### src/rtl/score_display_ctrl.sv
// Score-to-BCD converter (serial double-dabble) driving a 4-digit multiplexed
// 7-segment display with leading-zero blanking.
module score_display_ctrl #(
  parameter int REFRESH_DIV = 100000,
  parameter int SCORE_MAX   = 9999
) (
  input  logic        CLK,
  input  logic        RST,
  input  logic [15:0] inScore,
  input  logic        scoreValid,
  output logic        busy,
  output logic        done,
  output logic [15:0] bcdOut,
  output logic [3:0]  an,
  output logic [6:0]  seg,
  output logic        dp
);

  localparam int                CNT_W    = $clog2(REFRESH_DIV);
  localparam logic [CNT_W-1:0]  CNT_LAST = CNT_W'(REFRESH_DIV - 1);
  localparam logic [15:0]       SAT      = 16'(SCORE_MAX);

  // state | meaning
  // IDLE  | waiting for a request; SHIFT | one double-dabble step per cycle; DONE | bcdOut published, done pulsed
  typedef enum logic [1:0] {IDLE, SHIFT, DONE} state_t;

  state_t      state, state_nxt;
  logic [15:0] shift_reg, acc, acc_adj, pend_score, start_score, sat_score;
  logic [31:0] dd_next;
  logic [3:0]  iter;
  logic        pend, start;

  logic [CNT_W-1:0] refresh_cnt;
  logic [1:0]       digit_idx;
  logic [3:0]       nib;
  logic             blank;
  logic [6:0]       seg_nxt;

  function automatic logic [6:0] seg_of(input logic [3:0] n);
    case (n)
      4'd0:    seg_of = 7'b1000000;
      4'd1:    seg_of = 7'b1111001;
      4'd2:    seg_of = 7'b0100100;
      4'd3:    seg_of = 7'b0110000;
      4'd4:    seg_of = 7'b0011001;
      4'd5:    seg_of = 7'b0010010;
      4'd6:    seg_of = 7'b0000010;
      4'd7:    seg_of = 7'b1111000;
      4'd8:    seg_of = 7'b0000000;
      4'd9:    seg_of = 7'b0010000;
      default: seg_of = 7'b1111111;
    endcase
  endfunction

  always_comb begin
    acc_adj = acc;
    for (int i = 0; i < 4; i++) begin
      if (acc[4*i +: 4] >= 4'd5) acc_adj[4*i +: 4] = acc[4*i +: 4] + 4'd3;
    end
    dd_next     = {acc_adj, shift_reg} << 1;
    start       = (state == IDLE) && (scoreValid || pend);
    // a fresh request in IDLE is newer than anything left pending
    start_score = scoreValid ? inScore : pend_score;
    sat_score   = (start_score > SAT) ? SAT : start_score;
  end

  always_comb begin
    state_nxt = state;
    busy      = 1'b0;
    done      = 1'b0;
    case (state)
      IDLE:  if (start) state_nxt = SHIFT;
      SHIFT: begin
        busy = 1'b1;
        if (iter == 4'd15) state_nxt = DONE;
      end
      DONE: begin
        done      = 1'b1;
        state_nxt = IDLE;
      end
      default: state_nxt = IDLE;
    endcase
  end

  always_ff @(posedge CLK) begin
    if (RST) begin
      state      <= IDLE;
      shift_reg  <= '0;
      acc        <= '0;
      iter       <= '0;
      pend       <= 1'b0;
      pend_score <= '0;
      bcdOut     <= '0;
    end else begin
      state <= state_nxt;
      case (state)
        IDLE: if (start) begin
          shift_reg <= sat_score;
          acc       <= '0;
          iter      <= '0;
        end
        SHIFT: begin
          acc       <= dd_next[31:16];
          shift_reg <= dd_next[15:0];
          iter      <= iter + 4'd1;
          if (iter == 4'd15) bcdOut <= dd_next[31:16];
        end
        default: ;
      endcase
      if (state != IDLE) begin
        if (scoreValid) begin
          pend       <= 1'b1;
          pend_score <= inScore;
        end
      end else if (start) begin
        pend <= 1'b0;
      end
    end
  end

  always_comb begin
    nib   = bcdOut[{digit_idx, 2'b00} +: 4];
    blank = 1'b0;
    case (digit_idx)
      2'd3:    blank = (bcdOut[15:12] == 4'd0);
      2'd2:    blank = (bcdOut[15:8] == 8'd0);
      2'd1:    blank = (bcdOut[15:4] == 12'd0);
      default: blank = 1'b0;
    endcase
    seg_nxt = blank ? 7'b1111111 : seg_of(nib);
  end

  // an and seg come from the same registered digit index so they switch together
  always_ff @(posedge CLK) begin
    if (RST) begin
      refresh_cnt <= '0;
      digit_idx   <= 2'd0;
      an          <= 4'b1110;
      seg         <= 7'b1000000;
    end else begin
      if (refresh_cnt == CNT_LAST) begin
        refresh_cnt <= '0;
        digit_idx   <= digit_idx + 2'd1;
      end else begin
        refresh_cnt <= refresh_cnt + 1'b1;
      end
      an  <= ~(4'b0001 << digit_idx);
      seg <= seg_nxt;
    end
  end

  assign dp = 1'b1;

endmodule
### config.mk
export PLATFORM = sky130hd
export DESIGN_NAME = score_display_ctrl
export DESIGN_NICKNAME = d
export VERILOG_FILES = /design/src/rtl/score_display_ctrl.sv
export SDC_FILE = /design/constraint.sdc
export NUM_CORES = 1
export LEC_CHECK = 0
export CAP_MARGIN = 10
export CORE_MARGIN = 3
export CORE_UTILIZATION = 59
export CTS_BUF_LIST = sky130_fd_sc_hd__clkbuf_4 sky130_fd_sc_hd__clkbuf_8
export DETAILED_ROUTE_END_ITERATION = 8
export PLACE_DENSITY = 0.82
export SYNTH_ARGS = -nofsm -noshare
export SYNTH_HDL_FRONTEND = slang
export SYNTH_SLANG_ARGS = --single-unit
### constraint.sdc
create_clock -name CLK -period 2.6 [get_ports CLK]
set_input_delay 0.52 -clock CLK [delete_from_list [all_inputs] [get_ports CLK]]
set_output_delay 0.52 -clock CLK [all_outputs]
set_load 0.01 [all_outputs]
==> results of run 1 <==
## final cells by class
class / instances / area (sq um)
clock buffers: 9 / 124
clock inverters: 7 / 120
fillers: 623 / 2240
inverters: 18 / 67.6
multi-input cells: 397 / 2510
flip-flops and latches: 101 / 2020
well taps: 102 / 128
repair buffers: 58 / 561
## Yosys cell counts (6+ instances only)
library cell    n  area [sq um]
inv_1          18          67.6
xor2_1         17           149
nor3_1         19          95.1
clkbuf_1       16          60.1
buf_2          10          50.1
nor2_1         62           233
nand3_1        16          80.1
a21oi_1        48           240
ha_1           20           250
nand2_1        69           259
a22oi_1        18           135
xnor2_1         9          78.8
o21ai_0        15          75.1
dfxtp_1       101          2020
nor3b_1         6          45.0
nand2b_1        6          37.5
nand4_1        12          75.1
mux2i_1        12           120
a211oi_1        8          60.1
## logic make-up (layout without fill, tap and decap cells)
family | Yosys count | after routing | synth area share (%)
other | 1 | 1 | 0.0790
and+or+nand+nor | 215 | 215 | 21.6
adders and majority gates | 20 | 20 | 5.27
DFF | 101 | 101 | 42.6
muxes | 20 | 20 | 5.38
xor gates and xnor gates | 26 | 26 | 4.80
buffers and inverters | 50 | 92 | 4.61
AOI/OAI and AO/OA | 115 | 115 | 15.7
## per-stage QoR
step | power, mW | worst slack [ps] | hold WS, ps | cell area, sq um
floorplan | 1.79 | 785 | 426 | 4750
global placement | 1.87 | 190 | 441 | 5290
finish | 3.02 | 424 | 459 | 5530
global route | 3.14 | 258 | 482 | 5530
CTS | 3.05 | 402 | 463 | 5530
detailed placement | 1.88 | 136 | 449 | 5290
## worst min-delay path by stage
stage | endpoint | depth (start not counted)
5_1_grt | refresh_cnt[0] | 1
6_report | pend_score[3] | 2
4_1_cts | pend_score[3] | 2
2_1_floorplan | refresh_cnt[0] | 1
3_5_place_dp | refresh_cnt[0] | 1
3_3_place_gp | pend_score[2] | 2
## worst max-delay path, stage by stage, from the launching register on
cell and delay (ps):
dfxtp_1 490, nand2b_1 150, inv_1 100, clkdlybuf4s50_1 540
## metal layers
metal	track usage, %	part of all wire (%)	up-vias
met2	41.8	49	126
met4	6.75	1.0	0
met5	0	0	-
li1	-	-	1988
met3	7.19	6.2	12
met1	30.8	43	1974
## power breakdown
group,total (mW),leakage [nW],internal (mW),switching (mW)
combinational,0.238,1.07,0.101,0.138
clock,1.18,0.120,0.644,0.534
sequential,1.61,0.819,1.58,0.0265
==> run_results.csv, run 1 <==
group,metric,value,unit
timing,finalMaxSlewViolations,0,
floorplanning,start_util,61.1,%
critical_path,regToRegEndpoint,"bcdOut[11]",
power_and_ir_drop,leakagePower,2.01,nW
route,wire_per_inst,15.7,um
floorplanning,row_count,32,
timing,tightest_slew,1060,ps
route,num_vias,4100,
floorplanning,dieArea,9160,sq um
timing,setup_viol,0,
synthesis,synth_area,4750,sq um
synthesis,synth.avg_cell_area,8.66,sq um
cts,htreeDepth,3,
critical_path,setup.worst_path.end,"busy",
synthesis,ys.flop_type,"dfxtp_1",
route,drc,0,
placement,place_inst,676,
finish,layout_commonest_cell,"dfxtp_1",
cts,cts_buffer_depth,2,
timing,fin_crit_sh,83.7,%
placement,dpl.hpwl,7670,um
cts,tritoncts,"built",
finish,diodes,0,
synthesis,ys_warn_count,0,
synthesis,syn-num-nets,587,
finish,final_core_util,71.2,%
critical_path,crit_path_max_fanout,8,
critical_path,r2r_slack,460,ps
finish,regMostFlops,"refresh_cnt",
synthesis,ys_types,55,
global_route,grt_use_total,24.7,%
cts,cts_resized,0,
cts,post_cts_buffers,0,
cts,ctsHoldBuffers,0,
timing,skew,7.40,ps
finish,fin_nets,624,
route,viasPerCell,5.92,
timing,setup_tns,0,ps
critical_path,r2r_start,"state[0]",
finish,stdcell_count,692,
cts,cts-buffers-inserted,9,
timing,period_needed,2180,ps
cts,clockRootBuffer,"clkbuf_8",
floorplanning,die_y,95.7,um
synthesis,async_flop_share,0,%
floorplanning,coreArea,7770,sq um
cts,clk_latency,360,ps
global_route,grt_max_degree,64,
critical_path,end_kind,"primary output",
critical_path,criticalPathCategory,"flop to primary output",
cts,path_clk_slew,100,ps
finish,largest_reg_flops,17,
critical_path,start_kind,"flop",
global_route,grt_pass1_wl,17800,um
hold_path,worstHoldStart,"pend_score[3]",
placement,globalplace.congestion,0.891,
timing,relSlewSlack,29.1,%
critical_path,worstSetupStartpoint,"state[0]",
route,dr.pass1.iters,6,
critical_path,crit_arrival,1660,ps
synthesis,seq_area_frac_synth,42.6,%
timing,fmax,0.459,GHz
synthesis,synth-seq-cells,101,
critical_path,cp.required,2080,ps
critical_path,reg2regPathDepth,6,
finish,layout_common_cells,"101 x dfxtp_1, 69 x nand2_1, 62 x nor2_1",
finish,area_growth,16.4,%
synthesis,synth_edf_count,0,
cts,numClockSinks,101,
route,antenna_left,0,
synthesis,synth_cells,548,
run_status,status,"finished, final reports clean",
flow_run,cap_violations,0,
route,drt_wl_total,10800,um
power_and_ir_drop,powerDensity,547,nW/um^2
global_route,antenna_found_initial,0,
floorplanning,die_w,95.7,um
global_route,gr-total-overflow,0,
finish,layout-drive-gt1-share,7.97,%
timing,rsz0062_at_grt,"false",
floorplanning,pin_count,49,
route,drt_iter0_markers,211,
power_and_ir_drop,peakVddDrop,0.472,mV
global_route,grt_pass1_vias,3821,
timing,final-hold-violation-count,0,
hold_path,hold_class,"flop to flop",
placement,numPortBuffers,47,
Power figures use the tool's default switching activity.
==> run 2, diff against run 1 <==
--- a/config.mk
+++ b/config.mk
@@ -7,10 +7,10 @@
 export LEC_CHECK = 0
 export CAP_MARGIN = 10
 export CORE_MARGIN = 3
-export CORE_UTILIZATION = 59
+export CORE_UTILIZATION = 53
 export CTS_BUF_LIST = sky130_fd_sc_hd__clkbuf_4 sky130_fd_sc_hd__clkbuf_8
 export DETAILED_ROUTE_END_ITERATION = 8
-export PLACE_DENSITY = 0.82
+export PLACE_DENSITY = 0.78
 export SYNTH_ARGS = -nofsm -noshare
 export SYNTH_HDL_FRONTEND = slang
 export SYNTH_SLANG_ARGS = --single-unit
==> constraint.sdc (replaced) <==
create_clock -name CLK -period 2 [get_ports CLK]
set_input_delay 0.4 -clock CLK [delete_from_list [all_inputs] [get_ports CLK]]
set_output_delay 0.4 -clock CLK [all_outputs]
set_load 0.01 [all_outputs]
==> run 2 against run 1 <==
- total power increased by 21%
- sequential power grew 30%
- first-iteration DRC count increased by 4.3%
- utilization fell by 4.2 points
- non-clock buffer count rose by 24
- worst hold slack improved by 4.5 ps
- global-route usage is 2.4 points lower
- design area rose by 2.6%
- critical path depth down 1
- largest cell class unchanged
- largest power group unchanged
- highest routed layer unchanged
==> run_results.csv, run 2 (same netlist as run 1, synthesis figures left out) <==
group,metric,value,unit
cts,post_cts_buffers,0,
finish,layout_common_cells,"100 x dfxtp_1, 69 x nand2_1, 62 x nor2_1",
finish,layout-drive-gt1-share,12.1,%
finish,fillers,690,
cts,path_clk_slew,100,ps
floorplanning,dieArea,10100,sq um
timing,finalMaxSlewViolations,0,
critical_path,crit_path_max_fanout,7,
power_and_ir_drop,swShare,25.2,%
floorplanning,die_w,101,um
floorplanning,start_util,56.1,%
global_route,top_usage_layer,"met2",
route,num_vias,4095,
power_and_ir_drop,p_int,2.74,mW
critical_path,cp.required,1600,ps
critical_path,cpPeakStageDelay,540,ps
finish,final_core_util,67.0,%
global_route,grt_pass1_wl,18400,um
route,drt_wl_total,10800,um
timing,setup_viol,0,
global_route,gr-total-overflow,0,
cts,htreeDepth,3,
cts,clk_latency,370,ps
critical_path,crit_arrival,1500,ps
cts,tritoncts,"built",
placement,dpl.hpwl,7780,um
finish,layout_commonest_cell,"dfxtp_1",
timing,period_needed,1900,ps
critical_path,criticalPathCategory,"flop to primary output",
hold_path,hold_class,"flop to flop",
floorplanning,row_count,33,
finish,regMostFlops,"refresh_cnt",
finish,area.sequential,2020,sq um
critical_path,path_cells,"nor2b_1, clkdlybuf4s50_1",
global_route,use_met1,29.3,%
critical_path,start_kind,"flop",
power_and_ir_drop,pwr-share-seq,57.1,%
cts,clockRootBuffer,"clkbuf_8",
route,dr.pass1.iters,4,
timing,hold_slack,464,ps
flow_run,cap_violations,0,
power_and_ir_drop,clockPowerShare,33.5,%
route,drt_iter0_markers,220,
timing,rsz0062_at_grt,"false",
floorplanning,coreArea,8460,sq um
cts,cts-buffers-inserted,9,
critical_path,end_kind,"primary output",
placement,globalplace.congestion,0.820,
route,wire_per_inst,15.1,um
placement,numPortBuffers,47,
cts,numClockSinks,101,
global_route,grt_use_total,22.3,%
timing,final-hold-violation-count,0,
timing,skew,10.7,ps
timing,fin_crit_sh,95.2,%
finish,area_growth,19.4,%
power_and_ir_drop,p_comb_share,9.4,%
global_route,grt_max_degree,81,
critical_path,crit_slowest_cell,"clkdlybuf4s50_1",
timing,fmax,0.525,GHz
power_and_ir_drop,powerDensity,645,nW/um^2
power_and_ir_drop,p_switching,0.923,mW
finish,largest_reg_flops,17,
finish,diodes,0,
route,viasPerCell,5.70,
floorplanning,pin_count,49,
cts,cts_buffer_depth,2,
global_route,grt_use_met3,4.84,%
route,antenna_left,0,
global_route,grt_pass1_vias,3961,
floorplanning,die_y,101,um
finish,multiInputGateArea,2510,sq um
power_and_ir_drop,leakagePower,2.10,nW
run_status,status,"finished, final reports clean",
global_route,grt_util_met2,37.0,%
global_route,antenna_found_initial,0,
route,drc,0,
power_and_ir_drop,peakVddDrop,0.470,mV
finish,fin_nets,648,
run 2: cell count changes in the layout (fill, tap and decap cells not counted), sizes merged:
cell and change:
buf +24, bufinv -3, clkbuf +3, clkdlybuf4s50 -1, clkinv +2, dlygate4sd2 +1, inv -2
run 2: area by class of cell:
cell class                 count  area share [%]
multi-input combinational    397            44.3
sequential                   101            35.7
timing repair buffer          82            13.3
clock buffer                  12            2.69
tap                          105            2.32
inverter                      18            1.19
clock inverter                 4           0.596
run 2: final timing paths:
kind,from,to,slack [ps],cells after the start
setup / recovery,state[1],done,100,2
hold / removal,pend_score[3],pend_score[3],460,2
setup reg to reg,refresh_cnt[0],refresh_cnt[13],180,6
hold reg to reg,pend_score[3],pend_score[3],460,2
run 2: metrics by stage:
stage / instance area [sq um] / TNS [ps] / std cells / power (mW) / setup slack, ps
floorplan: 4750 / 0 / 548 / 2.33 / 185
global placement: 5480 / -4510 / 703 / 2.47 / -239
detailed placement: 5480 / -6490 / 703 / 2.48 / -271
CTS: 5670 / 0 / 719 / 3.69 / 71.3
global route: 5670 / 0 / 719 / 3.80 / 2.77
finish: 5670 / 0 / 719 / 3.66 / 95.3
run 2: worst max-delay path, delay by kind of cell (launching register included):
kind	cells	cell delay (ps)
buf+inv	1	540
flops	1	440
simple gates	1	160
run 2: repair_timing:
action                                  4_1_cts  5_1_grt
gates cloned                                  0        0
hold buffers                                  0        0
resized for setup                             2        2
endpoints found under the setup margin        1       18
run 2: metal layers:
| layer | vias to the layer above | routed length, um |
|---|---|---|
| li1 | 2044 | - |
| met1 | 1936 | 4890 |
| met2 | 101 | 5200 |
| met3 | 14 | 583 |
| met4 | 0 | 152 |
| met5 | - | 0 |
run 2: power groups by stage:
stage	sequential, mW	clock (mW)	combinational [mW]
final	2.09	1.23	0.345
after CTS	2.09	1.25	0.344
after detailed placement	2.13	0	0.344
after floorplan	2.13	0	0.206
after global placement	2.13	0	0.336
after global routing	2.09	1.33	0.378
==> run 3, diff against run 2 <==
--- a/config.mk
+++ b/config.mk
@@ -5,7 +5,6 @@
 export SDC_FILE = /design/constraint.sdc
 export NUM_CORES = 1
 export LEC_CHECK = 0
-export CAP_MARGIN = 10
 export CORE_MARGIN = 3
 export CORE_UTILIZATION = 53
 export CTS_BUF_LIST = sky130_fd_sc_hd__clkbuf_4 sky130_fd_sc_hd__clkbuf_8
==> results of run 3 <==
The final DEF is identical to that of run 2; final timing and power are the same.
